--- src/rtl/seg_pkg.sv ---
// Shared definitions for the seven-segment scan decoder: segment encodings,
// digit codes, dwell FSM states and the segment-to-code lookup.
package seg_pkg;

  // Active-high segment patterns, bit6=g ... bit0=a
  localparam logic [6:0] SEG_0     = 7'b0111111;
  localparam logic [6:0] SEG_1     = 7'b0000110;
  localparam logic [6:0] SEG_2     = 7'b1011011;
  localparam logic [6:0] SEG_3     = 7'b1001111;
  localparam logic [6:0] SEG_4     = 7'b1100110;
  localparam logic [6:0] SEG_5     = 7'b1101101;
  localparam logic [6:0] SEG_6     = 7'b1111100;
  localparam logic [6:0] SEG_7     = 7'b0100111;
  localparam logic [6:0] SEG_8     = 7'b1111111;
  localparam logic [6:0] SEG_9     = 7'b1100111;
  localparam logic [6:0] BLANK_SEG = 7'b0000000;

  localparam logic [3:0] CODE_BLANK = 4'hA;
  localparam logic [3:0] CODE_BAD   = 4'hF;

  typedef enum logic [1:0] {
    IDLE   = 2'd0,
    SETTLE = 2'd1,
    HOLD   = 2'd2
  } dwell_state_t;

  function automatic logic [3:0] seg_to_code(input logic [6:0] seg);
    case (seg)
      SEG_0:     return 4'd0;
      SEG_1:     return 4'd1;
      SEG_2:     return 4'd2;
      SEG_3:     return 4'd3;
      SEG_4:     return 4'd4;
      SEG_5:     return 4'd5;
      SEG_6:     return 4'd6;
      SEG_7:     return 4'd7;
      SEG_8:     return 4'd8;
      SEG_9:     return 4'd9;
      BLANK_SEG: return CODE_BLANK;
      default:   return CODE_BAD;
    endcase
  endfunction

endpackage

--- src/rtl/seg_dwell_detect.sv ---
// Classifies the anode bus and emits one capture strobe per stable dwell
// of SETTLE_CYC identical (anode, segment) cycles on a single digit.
module seg_dwell_detect
  import seg_pkg::*;
#(
  parameter int N_DIG      = 8,
  parameter int SETTLE_CYC = 4
) (
  input  logic                       clk,
  input  logic                       rst,
  input  logic [N_DIG-1:0]           an_n,
  input  logic [6:0]                 seg_n,
  output logic                       capture_stb,
  output logic [$clog2(N_DIG)-1:0]   slot,
  output logic [3:0]                 code,
  output logic                       multi
);

  localparam int CNT_W = $clog2(SETTLE_CYC + 1);

  logic [N_DIG-1:0]         an;
  logic                     is_multi;
  logic                     one_hot;
  logic                     same;
  logic                     hit;
  logic [$clog2(N_DIG)-1:0] slot_idx;
  logic [N_DIG-1:0]         lat_an_n;
  logic [6:0]               lat_seg_n;
  logic [CNT_W-1:0]         cnt;
  logic [CNT_W-1:0]         cnt_next;
  dwell_state_t             state;

  assign an       = ~an_n;
  assign is_multi = (an & (an - N_DIG'(1))) != '0;
  assign one_hot  = (an != '0) && !is_multi;
  assign same     = (state != IDLE) && (an_n == lat_an_n) && (seg_n == lat_seg_n);

  always_comb begin
    slot_idx = '0;
    for (int i = 0; i < N_DIG; i++) begin
      if (an[i]) slot_idx = ($clog2(N_DIG))'(i);
    end
  end

  // A change while settling or holding is treated as a fresh IDLE entry in
  // the same cycle, so back-to-back digits lose no dwell cycles.
  always_comb begin
    // NOTE: defaults first so every path assigns and no latch is inferred.
    cnt_next = '0;
    if (same)         cnt_next = (state == SETTLE) ? cnt + CNT_W'(1) : cnt;
    else if (one_hot) cnt_next = CNT_W'(1);
    hit = one_hot && !(same && state == HOLD) && (cnt_next == CNT_W'(SETTLE_CYC));
  end

  always_ff @(posedge clk) begin
    if (rst) begin
      state       <= IDLE;
      cnt         <= '0;
      lat_an_n    <= '1;
      lat_seg_n   <= '1;
      capture_stb <= 1'b0;
      slot        <= '0;
      code        <= CODE_BLANK;
      multi       <= 1'b0;
    end else begin
      // NOTE: non-blocking so every flop samples pre-edge values.
      cnt         <= cnt_next;
      capture_stb <= hit;
      multi       <= is_multi;
      if (!same) begin
        lat_an_n  <= an_n;
        lat_seg_n <= seg_n;
      end
      if (hit) begin
        slot <= slot_idx;
        code <= seg_to_code(~seg_n);
      end
      if (hit || (same && state == HOLD)) state <= HOLD;
      else if (same || one_hot)           state <= SETTLE;
      else                                state <= IDLE;
    end
  end

endmodule

--- src/rtl/seg_scan_decoder.sv ---
// Rebuilds the multiplexed display frame from the scan driver outputs,
// publishing complete frames and flagging stale or malformed scans.
module seg_scan_decoder
  import seg_pkg::*;
#(
  parameter int N_DIG       = 8,
  parameter int SETTLE_CYC  = 4,
  parameter int TIMEOUT_CYC = 1048576
) (
  input  logic                 clk,
  input  logic                 rst,
  input  logic [N_DIG-1:0]     an_n,
  input  logic [6:0]           seg_n,
  output logic [4*N_DIG-1:0]   digits,
  output logic                 frame_valid,
  output logic                 bad_pattern,
  output logic                 multi_an_err,
  output logic                 stale
);

  localparam int TMO_W = $clog2(TIMEOUT_CYC + 1);

  logic                     capture_stb;
  logic                     multi;
  logic [$clog2(N_DIG)-1:0] slot;
  logic [3:0]               code;
  logic [4*N_DIG-1:0]       shadow;
  logic [N_DIG-1:0]         seen;
  logic [TMO_W-1:0]         tmo_cnt;
  logic                     published;
  logic                     shadow_bad;
  logic                     counting;

  seg_dwell_detect #(
    .N_DIG      (N_DIG),
    .SETTLE_CYC (SETTLE_CYC)
  ) u_dwell (
    .clk         (clk),
    .rst         (rst),
    .an_n        (an_n),
    .seg_n       (seg_n),
    .capture_stb (capture_stb),
    .slot        (slot),
    .code        (code),
    .multi       (multi)
  );

  always_comb begin
    shadow_bad = 1'b0;
    for (int i = 0; i < N_DIG; i++) begin
      if (shadow[4*i +: 4] == CODE_BAD) shadow_bad = 1'b1;
    end
  end

  // Timeout only runs while a frame is partly built, or before the first one.
  assign counting = (seen != '0) || !published;

  always_ff @(posedge clk) begin
    if (rst) begin
      digits       <= {N_DIG{CODE_BLANK}};
      // NOTE: the shadow frame is reset so a half-built frame never leaks out.
      shadow       <= {N_DIG{CODE_BLANK}};
      seen         <= '0;
      frame_valid  <= 1'b0;
      bad_pattern  <= 1'b0;
      multi_an_err <= 1'b0;
      stale        <= 1'b0;
      tmo_cnt      <= '0;
      published    <= 1'b0;
    end else begin
      frame_valid <= 1'b0;
      if (multi) multi_an_err <= 1'b1;

      if (&seen) begin
        digits      <= shadow;
        bad_pattern <= shadow_bad;
        frame_valid <= 1'b1;
        seen        <= '0;
        tmo_cnt     <= '0;
        stale       <= 1'b0;
        published   <= 1'b1;
      end else if (counting) begin
        if (tmo_cnt == TMO_W'(TIMEOUT_CYC - 1)) begin
          stale   <= 1'b1;
          seen    <= '0;
          tmo_cnt <= '0;
        end else begin
          tmo_cnt <= tmo_cnt + TMO_W'(1);
        end
      end

      // Later assignment wins, so a capture landing on a clear is kept.
      if (capture_stb) begin
        shadow[4*slot +: 4] <= code;
        seen[slot]          <= 1'b1;
      end
    end
  end

endmodule

--- config.mk ---
export PLATFORM = sky130hd
export DESIGN_NAME = seg_scan_decoder
export DESIGN_NICKNAME = d
export VERILOG_FILES = /design/src/rtl/seg_pkg.sv /design/src/rtl/seg_dwell_detect.sv /design/src/rtl/seg_scan_decoder.sv
export SDC_FILE = /design/constraint.sdc
export NUM_CORES = 1
export LEC_CHECK = 0
export BUFFER_PORTS_ARGS = -buffer_cell sky130_fd_sc_hd__buf_2
export CORE_UTILIZATION = 60
export CTS_BUF_LIST = sky130_fd_sc_hd__clkbuf_4
export CTS_CLUSTER_DIAMETER = 30
export DETAILED_ROUTE_END_ITERATION = 8
export PLACE_DENSITY = 0.87
export SYNTH_ARGS = -nofsm -noshare
export SYNTH_HDL_FRONTEND = slang
export SYNTH_SLANG_ARGS = --single-unit
--- constraint.sdc ---
create_clock -name clk -period 4.42 [get_ports clk]
set_clock_uncertainty 0.2 [all_clocks]
set_input_delay 0.442 -clock clk [delete_from_list [all_inputs] [get_ports clk]]
set_output_delay 0.442 -clock clk [all_outputs]
set_load 0.01 [all_outputs]
==> results.json, run 1 <==
{
  "p_total_mw": 2.01,
  "ys_top_cells_by_area": "dfxtp_1 46%, nand2_1 7.9%, xnor2_1 4.4%, nor2_1 3.9%, nand3_1 3.8%",
  "setup_viol": 0,
  "crit_top_cell": "ha_1",
  "status": "complete, but fails checks",
  "slowest_delay_ns": 0.62,
  "syn_avg_cell_area_um2": 8.58,
  "fin_nets": 718,
  "hold-worst-slack_ns": 0.0286,
  "grt_pass1_wl_um": 20600,
  "path_cells": "inv_1, ha_1, ha_1, nor3b_1, nand2_1, mux2i_1, nor2_1",
  "rows": 34,
  "dp_slack_ns": 1.61,
  "track_usage_pct": 26.4,
  "crit_type": "reg2reg",
  "clockRootBuffer": "clkbuf_4",
  "synth_edf_count": 0,
  "drv_cap": 0,
  "synth-seq-cells": 127,
  "yosys_warnings": 0,
  "yosysTopAreaCell": "dfxtp_1",
  "ir_drop_mv": 0.172,
  "path_delay_family": "simple AND/OR/NAND/NOR gates",
  "drt_iter0_drc": 307,
  "r2r_slack_ns": 1.52,
  "final_layout_size_suffix_gt1_share_pct": 17.4,
  "max_slew_margin_pct": 42.6,
  "synth.top_cell.area_share_pct": 45.6,
  "min_period_ns": 2.90,
  "leakage_nw": 2.48,
  "initial_core_util_pct": 63.1,
  "synth_fp_nets": 674,
  "seq_area_frac_synth_pct": 45.6,
  "netlist_area_um2": 5580,
  "synth_cell_types": 62,
  "die_w_um": 98.4,
  "drt_first_pass_iters": 7,
  "ant_nets": 0,
  "gr-total-overflow": 0,
  "finalWirelength_um": 11800,
  "fillCellCount": 677,
  "antenna_found_initial": 0,
  "cts_buffers": 17,
  "core_um2": 8850,
  "violations": "design-rule violations",
  "finish.utilization_pct": 69.7,
  "cts.sinks": 127,
  "die_h_um": 98.4,
  "hpwl_um": 8310,
  "clk_pin_slew_ns": 0.12,
  "syn_inst": 650,
  "worstSetupEndpointType": "flip-flop",
  "crit_path_max_fanout": 14,
  "multiInputGateArea_um2": 2830,
  "setup_tns_ns": 0,
  "cp.arrival_ns": 3.12,
  "min_path_type": "in2reg",
  "startpoint_type": "flip-flop",
  "cts_buffer_depth": 2,
  "clock.fmax_mhz": 345,
  "dieArea_um2": 9690,
  "grt_max_degree": 48,
  "diodes": 0,
  "clock_latency_ns": 0.54,
  "post-cts-setup-buffers": 0,
  "tightest_slew_ns": 0.861,
  "hold_violations": 0,
  "ys_async_sr_fraction_pct": 0,
  "period_share_pct": 65.5,
  "slew_violations": 0,
  "crit_required_ns": 4.64,
  "synth_ff_type": "dfxtp_1",
  "drc": 4,
  "gp_congestion": 0.916,
  "power_density_nw_per_um2": 327,
  "register_area_um2": 2540,
  "timing.final.ws_setup_ns": 1.52,
  "cts_tree": "built",
  "wl_per_cell_um": 14.5,
  "ios": 53,
  "viasPerCell": 5.84,
  "grt_pass1_vias": 4496,
  "numPortBuffers": 52,
  "htree_levels": 4,
  "syn_to_final_growth_pct": 10.5,
  "path_buf_inv": 1,
  "rsz0062_at_grt": "false",
  "vias": 4756,
  "critPathSlowestCell": "dfxtp_1"
}
==> metrics by stage <==
step / instance area [um^2] / cells
floorplan: 5580 / 650
global placement: 5850 / 778
detailed placement: 5850 / 778
CTS: 6170 / 815
global route: 6170 / 815
finish: 6170 / 815
==> cell usage after synthesis (all sizes together), types with 4 or more instances <==
| master | n |
|---|---|
| nand2b | 6 |
| dfxtp | 127 |
| nand4 | 21 |
| nand3 | 44 |
| and4 | 6 |
| a31oi | 4 |
| or3b | 5 |
| nand2 | 118 |
| clkbuf | 26 |
| ha | 7 |
| buf | 9 |
| and3 | 7 |
| nor2b | 5 |
| xor2 | 11 |
| xnor2 | 28 |
| nor3 | 12 |
| mux2i | 13 |
| or2 | 15 |
| nor2 | 58 |
| o21ai | 7 |
| nor4 | 6 |
| o32ai | 5 |
| a21oi | 33 |
| inv | 16 |
| o211ai | 17 |
==> routing by layer <==
layer / share of wire (%) / global-route usage [%] / vias up / wire length, um
li1: - / - / 2353 / -
met1: 44 / 33.1 / 2207 / 5160
met2: 48 / 44.3 / 164 / 5730
met3: 5.7 / 5.18 / 32 / 680
met4: 2.3 / 12.3 / 0 / 278
met5: 0 / 0 / - / 0
==> cell type report <==
class	instances	share of cell area [%]
Multi-Input combinational cell	472	45.8
Sequential cell	127	41.2
Timing Repair Buffer	60	5.40
Clock inverter	15	2.33
Tap cell	108	2.19
Clock buffer	17	2.07
Inverter	16	0.974
==> where the power goes <==
group	switching [mW]	internal (mW)
combinational	0.0611	0.0399
sequential	0.00571	1.16
clock	0.502	0.250
==> worst register-to-register path, stage by stage (launching register included) <==
cell and delay (ns):
dfxtp_1 0.62, inv_1 0.21, ha_1 0.25, ha_1 0.30, nor3b_1 0.61, nand2_1 0.31, mux2i_1 0.23, nor2_1 0.06
==> layout by cell type, fill, tap and decap left out, types with 5 or more instances in the layout <==
cell and count:
clkbuf_4 17, a21oi_1 33, nand2b_1 6, o21ai_0 6, and3_1 7, mux2i_1 13, dlygate4sd3_1 5, o211ai_1 16
nor4_1 5, nand4_1 21, dfxtp_1 127, ha_1 7, nor3_1 11, nor2b_1 5, nand2_1 118, inv_6 6
xor2_1 11, or2_2 15, nor2_1 57, o32ai_1 5, buf_2 52, xnor2_1 28, inv_1 16, or3b_2 5
nand3_1 42
==> sequential cells by signal, summed over array words and instances (netlist names), 3 cells and up <==
signal             flops
tmo_cnt               21
digits                32
u_dwell.cnt            3
u_dwell.lat_an_n       8
shadow                32
seen                   8
u_dwell.lat_seg_n      7
u_dwell.slot           3
u_dwell.code           4
==> kinds of logic (layout without fill, tap and decap cells) <==
kind of cell	count (synthesis)	count (layout)	share of synthesized area (%)
DFF	127	127	45.6
adders and majority gates	8	8	1.75
muxes	16	16	2.94
buffers and inverters	51	108	3.83
AOI/OAI and AO/OA	88	88	11.0
and+or+nand+nor	321	321	28.8
xor gates and xnor gates	39	39	6.12
==> worst paths after layout <==
kind / start / end / cells after the start
worst max-delay path: u_dwell.slot[0] / shadow[26] / 7
worst min-delay path: seg_n[1] / u_dwell.lat_seg_n[1] / 3
worst max register to register: u_dwell.slot[0] / shadow[26] / 7
worst min register to register: u_dwell.multi / multi_an_err / 2
==> timing repair <==
item / 4_1_cts / 5_1_grt
hold buffers: 5 / 0
resized for setup: 0 / 0
endpoints found under the hold margin: 5 / 0
Note: power is estimated with default switching activity, not from simulation.
==> run 2: changes to the inputs <==
- ABC_AREA: default -> 1
- CORE_UTILIZATION: 60 -> 55
- PLACE_DENSITY: 0.87 -> 0.84
- clock period: 4.42 -> 2.41 ns (I/O delays scaled with it)
==> run 2 against run 1 <==
- the flow now finishes without violations
- combinational power is 89% higher
- clock-buffer cell count stayed put
- largest power group unchanged
- setup slack worse by 1.3 ns
- flip-flop and latch count stayed put
- hold slack better by 0.22 ns
- synthesized cell count is 21% higher
- register-to-register slack worse by 1.3 ns
- cell count is 24% higher
- via count is 13% higher
- critical path type unchanged
==> results.json, run 2 <==
{
  "grt_max_degree": 54,
  "ys_top_cells_by_area": "dfxtp_1 44%, nand2_1 12%, inv_1 7.0%, nor2_1 5.3%, nand3_1 4.7%",
  "grt_pass1_wl_um": 21900,
  "synth_edf_count": 0,
  "track_usage_pct": 24.8,
  "synth_ff_type": "dfxtp_1",
  "drv_cap": 0,
  "crit_required_ns": 2.59,
  "numPortBuffers": 52,
  "clk_pin_slew_ns": 0.10,
  "dieArea_um2": 10800,
  "synth_cell_types": 37,
  "diodes": 0,
  "crit_path_max_fanout": 10,
  "fin_nets": 890,
  "rows": 36,
  "initial_core_util_pct": 57.7,
  "drt_iter0_drc": 268,
  "ys_async_sr_fraction_pct": 0,
  "period_share_pct": 91.6,
  "clockRootBuffer": "clkbuf_4",
  "die_h_um": 104,
  "syn_to_final_growth_pct": 14.2,
  "hpwl_um": 8880,
  "yosysMostFrequentCell": "nand2_1",
  "yosys-top-cells-count": "184 x nand2_1, 127 x dfxtp_1, 107 x inv_1",
  "tightest_slew_ns": 0.738,
  "layout_common_cells": "184 x nand2_1, 127 x dfxtp_1, 107 x inv_1, 81 x nor2_1, 54 x nand3_1",
  "startpoint_type": "flip-flop",
  "hold_violations": 0,
  "synth.top_cell.area_share_pct": 44.5,
  "cts_buffers": 17,
  "netlist_area_um2": 5720,
  "die_w_um": 104,
  "clock.fmax_mhz": 453,
  "vias": 5356,
  "post-cts-setup-buffers": 0,
  "drc": 0,
  "rsz0062_at_grt": "false",
  "r2r_slack_ns": 0.20,
  "yosysTopAreaCell": "dfxtp_1",
  "gp_congestion": 0.920,
  "cts.sinks": 127,
  "seq_area_frac_synth_pct": 44.5,
  "ant_nets": 0,
  "top_regs": "digits (32), shadow (32), tmo_cnt (21)",
  "wl_per_cell_um": 12.5,
  "htree_levels": 4,
  "finalWirelength_um": 12600,
  "fin_area_um2": 6530,
  "ir_drop_mv": 0.333,
  "crit_type": "reg2reg",
  "cts_buffer_depth": 2,
  "setup_tns_ns": 0,
  "grt_pass1_vias": 4947,
  "setup_viol": 0,
  "cp.arrival_ns": 2.39,
  "slew_violations": 0,
  "max_slew_margin_pct": 50.8,
  "final_common_cell": "nand2_1",
  "drt_first_pass_iters": 5,
  "cts_tree": "built",
  "synth_fp_nets": 812,
  "core_um2": 9910,
  "syn_inst": 788,
  "ios": 53,
  "syn_avg_cell_area_um2": 7.25,
  "antenna_found_initial": 0,
  "final_layout_size_suffix_gt1_share_pct": 12.5,
  "gr-total-overflow": 0,
  "min_period_ns": 2.21,
  "ctsResizeCount": 0,
  "worstSetupEndpointType": "flip-flop",
  "postCtsHoldBufs": 16,
  "yosys_warnings": 0,
  "synth-seq-cells": 127,
  "min_path_type": "reg2reg",
  "status": "finished clean",
  "leakage_nw": 2.88,
  "place_area_um2": 6140,
  "power_density_nw_per_um2": 552,
  "clock_latency_ns": 0.51,
  "viasPerCell": 5.31
}
-- run 2: where the power goes --
part / internal [mW] / switching (mW) / total (mW)
combinational: 0.0691 / 0.122 / 0.191
sequential: 2.12 / 0.0114 / 2.13
clock: 0.569 / 0.717 / 1.29
total: 2.76 / 0.850 / 3.61
-- run 2: area by class of cell --
class,instances,area (um^2)
Clock inverter,11,103
Timing Repair Buffer,78,495
Inverter,113,427
Tap cell,133,166
Clock buffer,17,128
Multi-Input combinational cell,529,2670
Sequential cell,127,2540
Fill cell,874,3380
-- run 2: stage by stage --
step | power [mW] | worst slack (ns) | std cells | util (%) | hold slack (ns)
final | 3.61 | 0.201 | 1008 | 65.9 | 0.249
after CTS | 3.63 | 0.210 | 1008 | 65.9 | 0.254
after floorplan | 2.29 | 0.213 | 788 | - | 0.123
after detailed placement | 2.34 | 0.242 | 964 | 61.9 | 0.232
after global placement | 2.34 | 0.330 | 964 | 61.9 | 0.219
after global routing | 3.75 | 0.0375 | 1008 | 65.9 | 0.276
-- run 2: worst paths after layout --
kind | start | endpoint | depth (start not counted)
min reg2reg | u_dwell.multi | multi_an_err | 2
min | u_dwell.multi | multi_an_err | 2
max | u_dwell.slot[0] | shadow[3] | 9
max reg2reg | u_dwell.slot[0] | shadow[3] | 9
-- run 2: worst max-delay path, stage by stage (launching register included) --
cell,delay [ns]
dfxtp_1,0.35
inv_2,0.09
ha_1,0.21
ha_1,0.28
inv_1,0.06
nand2_1,0.11
nor4_2,0.45
inv_1,0.16
nand2_1,0.09
o211ai_1,0.07
-- run 2: kinds of logic (layout without fill, tap and decap cells) --
group | after synthesis | in the layout | synth area share [%]
xor+xnor | 8 | 8 | 1.23
flops | 127 | 127 | 44.5
simple gates | 409 | 409 | 32.8
compound gates | 105 | 105 | 11.1
fa+ha+maj | 7 | 7 | 1.53
buf+inv | 132 | 219 | 8.89
-- run 2: metal layers --
metal,global-route usage [%],vias to the layer above,share of wire [%]
met1,32.8,2425,48
li1,-,2734,-
met5,0,-,0
met3,6.27,30,6.5
met2,39.3,167,44
met4,8.88,0,1.6
==> run 3: changes to the inputs <==
==> constraint.sdc (replaced) <==
create_clock -name clk -period 2.41 [get_ports clk]
set_clock_uncertainty 0.2 [all_clocks]
set_input_delay 0.3615 -clock clk [delete_from_list [all_inputs] [get_ports clk]]
set_output_delay 0.3615 -clock clk [all_outputs]
set_load 0.01 [all_outputs]
==> run 3 against run 2 <==
- register-to-register slack gained 0.03 ns
- fmax grew 1.3%
- setup slack gained 0.028 ns
- die area is the same
- combinational power is essentially flat
- hold slack lost 0.15 ns
- critical endpoint is now shadow[23]
- clock-buffer cell count grew 1
- core utilization grew 0.96 points
- global-route usage grew 1.0 points
- non-clock buffer count is the same
- cell count grew 0.40%
- flip-flop and latch count is the same
==> results.json, run 3 (synthesis results as in run 2) <==
{
  "status": "finished clean",
  "die_h_um": 104,
  "rows": 36,
  "r2r_slack_ns": 0.23,
  "ant_nets": 0,
  "crit_required_ns": 2.61,
  "reg2reg_to": "shadow[23]",
  "finalWirelength_um": 13400,
  "hold_violations": 0,
  "path_buf_inv": 3,
  "layout_common_cells": "184 x nand2_1, 127 x dfxtp_1, 107 x inv_1, 81 x nor2_1, 54 x nand3_1",
  "dpl.cell_count": 965,
  "slew_violations": 0,
  "drt_iter0_drc": 410,
  "core_um2": 9910,
  "vias": 5425,
  "fillCellCount": 842,
  "htree_levels": 4,
  "initial_core_util_pct": 57.7,
  "wl_per_cell_um": 13.2,
  "fin_nets": 890,
  "power_density_nw_per_um2": 598,
  "p_int_mw": 3.02,
  "ir_drop_mv": 0.757,
  "drt_first_pass_iters": 5,
  "grt_pass1_vias": 5021,
  "cts_tree": "built",
  "switching_share_pct": 23.7,
  "drc": 0,
  "dieArea_um2": 10800,
  "gr-total-overflow": 0,
  "hold-worst-slack_ns": 0.0987,
  "die_w_um": 104,
  "finalNonFillerCells": 1012,
  "clk_pin_slew_ns": 0.12,
  "crit_path_max_fanout": 10,
  "grt_max_degree": 54,
  "max_slew_margin_pct": 47.3,
  "clock.fmax_mhz": 459,
  "viasPerCell": 5.36,
  "r2r_start": "u_dwell.slot[0]",
  "final_common_cell": "nand2_1",
  "grt_pass1_wl_um": 22700,
  "p_clk_share_pct": 41.3,
  "rr_worst_depth": 9,
  "cts_buffers": 17,
  "ctsResizeCount": 0,
  "startpoint_type": "flip-flop",
  "p_switching_mw": 0.939,
  "hpwl_um": 9330,
  "slowest_delay_ns": 0.43,
  "period_share_pct": 90.5,
  "cts_buffer_depth": 2,
  "fin_area_um2": 6620,
  "clock_latency_ns": 0.53,
  "min_from": "rst",
  "top_regs": "digits (32), shadow (32), tmo_cnt (21)",
  "cts.sinks": 127,
  "track_usage_pct": 25.9,
  "combinationalPowerShare_pct": 4.9,
  "gp_congestion": 0.940,
  "hold-path-cell-count": 3,
  "p_total_mw": 3.96,
  "critPathSlowestCell": "nor3_1",
  "path_delay_family": "simple AND/OR/NAND/NOR gates",
  "seq_power_share_pct": 53.8,
  "tightest_slew_ns": 0.790,
  "path_cells": "inv_2, ha_1, ha_1, inv_1, nand2_1, nor3_1, inv_1, nand2_1, nand3_1",
  "place_area_um2": 6140,
  "diodes": 0,
  "leakage_nw": 2.93,
  "ios": 53,
  "setup_viol": 0,
  "setup_tns_ns": 0,
  "timing.final.ws_setup_ns": 0.229,
  "rsz0062_at_grt": "false",
  "antenna_found_initial": 0,
  "dp_slack_ns": 0.268,
  "min_path_type": "in2reg",
  "syn_to_final_growth_pct": 15.8,
  "post-cts-setup-buffers": 0,
  "cp.arrival_ns": 2.38,
  "crit_type": "reg2reg",
  "numPortBuffers": 52,
  "hold_end": "seen[5]",
  "clockRootBuffer": "clkbuf_4",
  "postCtsHoldBufs": 15,
  "finish.utilization_pct": 66.8,
  "worstSetupEndpointType": "flip-flop",
  "final_layout_size_suffix_gt1_share_pct": 13.7,
  "drv_cap": 0,
  "min_period_ns": 2.18
}
==> run 3: cell type report <==
type	count	area, um^2	share of cell area, %
flip-flops and latches	127	2540	38.4
well taps	133	166	2.51
inverters	113	427	6.44
multi-input cells	529	2670	40.2
clock buffers	18	135	2.04
repair buffers	78	493	7.45
clock inverters	14	193	2.91
==> run 3: worst min-delay path, stage by stage <==
cell     delay [ns]
buf_2          0.11
buf_4          0.24
a21oi_1        0.06
==> run 3: power groups by stage <==
stage	clock, mW	sequential (mW)	combinational [mW]
detailed placement	0	2.18	0.171
floorplan	0	2.18	0.114
finish	1.64	2.13	0.193
global placement	0	2.18	0.167
CTS	1.66	2.13	0.191
global route	1.75	2.13	0.219
==> run 3: metal layers <==
metal	up-vias	part of all wire, %	track usage [%]
met2	217	45	41.7
met1	2437	45	33.1
met3	28	7.6	6.89
met5	-	0	0
met4	0	1.9	9.69
li1	2743	-	-
==> run 3: how the worst max path moves through the flow <==
| stage | startpoint | to | slack [ns] | cells after the start |
|---|---|---|---|---|
| after floorplan | u_dwell.slot[0] | shadow[30] | 0.21 | 10 |
| after global placement | u_dwell.slot[0] | shadow[21] | 0.35 | 9 |
| after detailed placement | u_dwell.slot[0] | shadow[23] | 0.27 | 9 |
| after CTS | u_dwell.slot[0] | shadow[21] | 0.26 | 9 |
| final | u_dwell.slot[0] | shadow[23] | 0.23 | 9 |
| after global routing | u_dwell.slot[0] | shadow[20] | 0.04 | 9 |
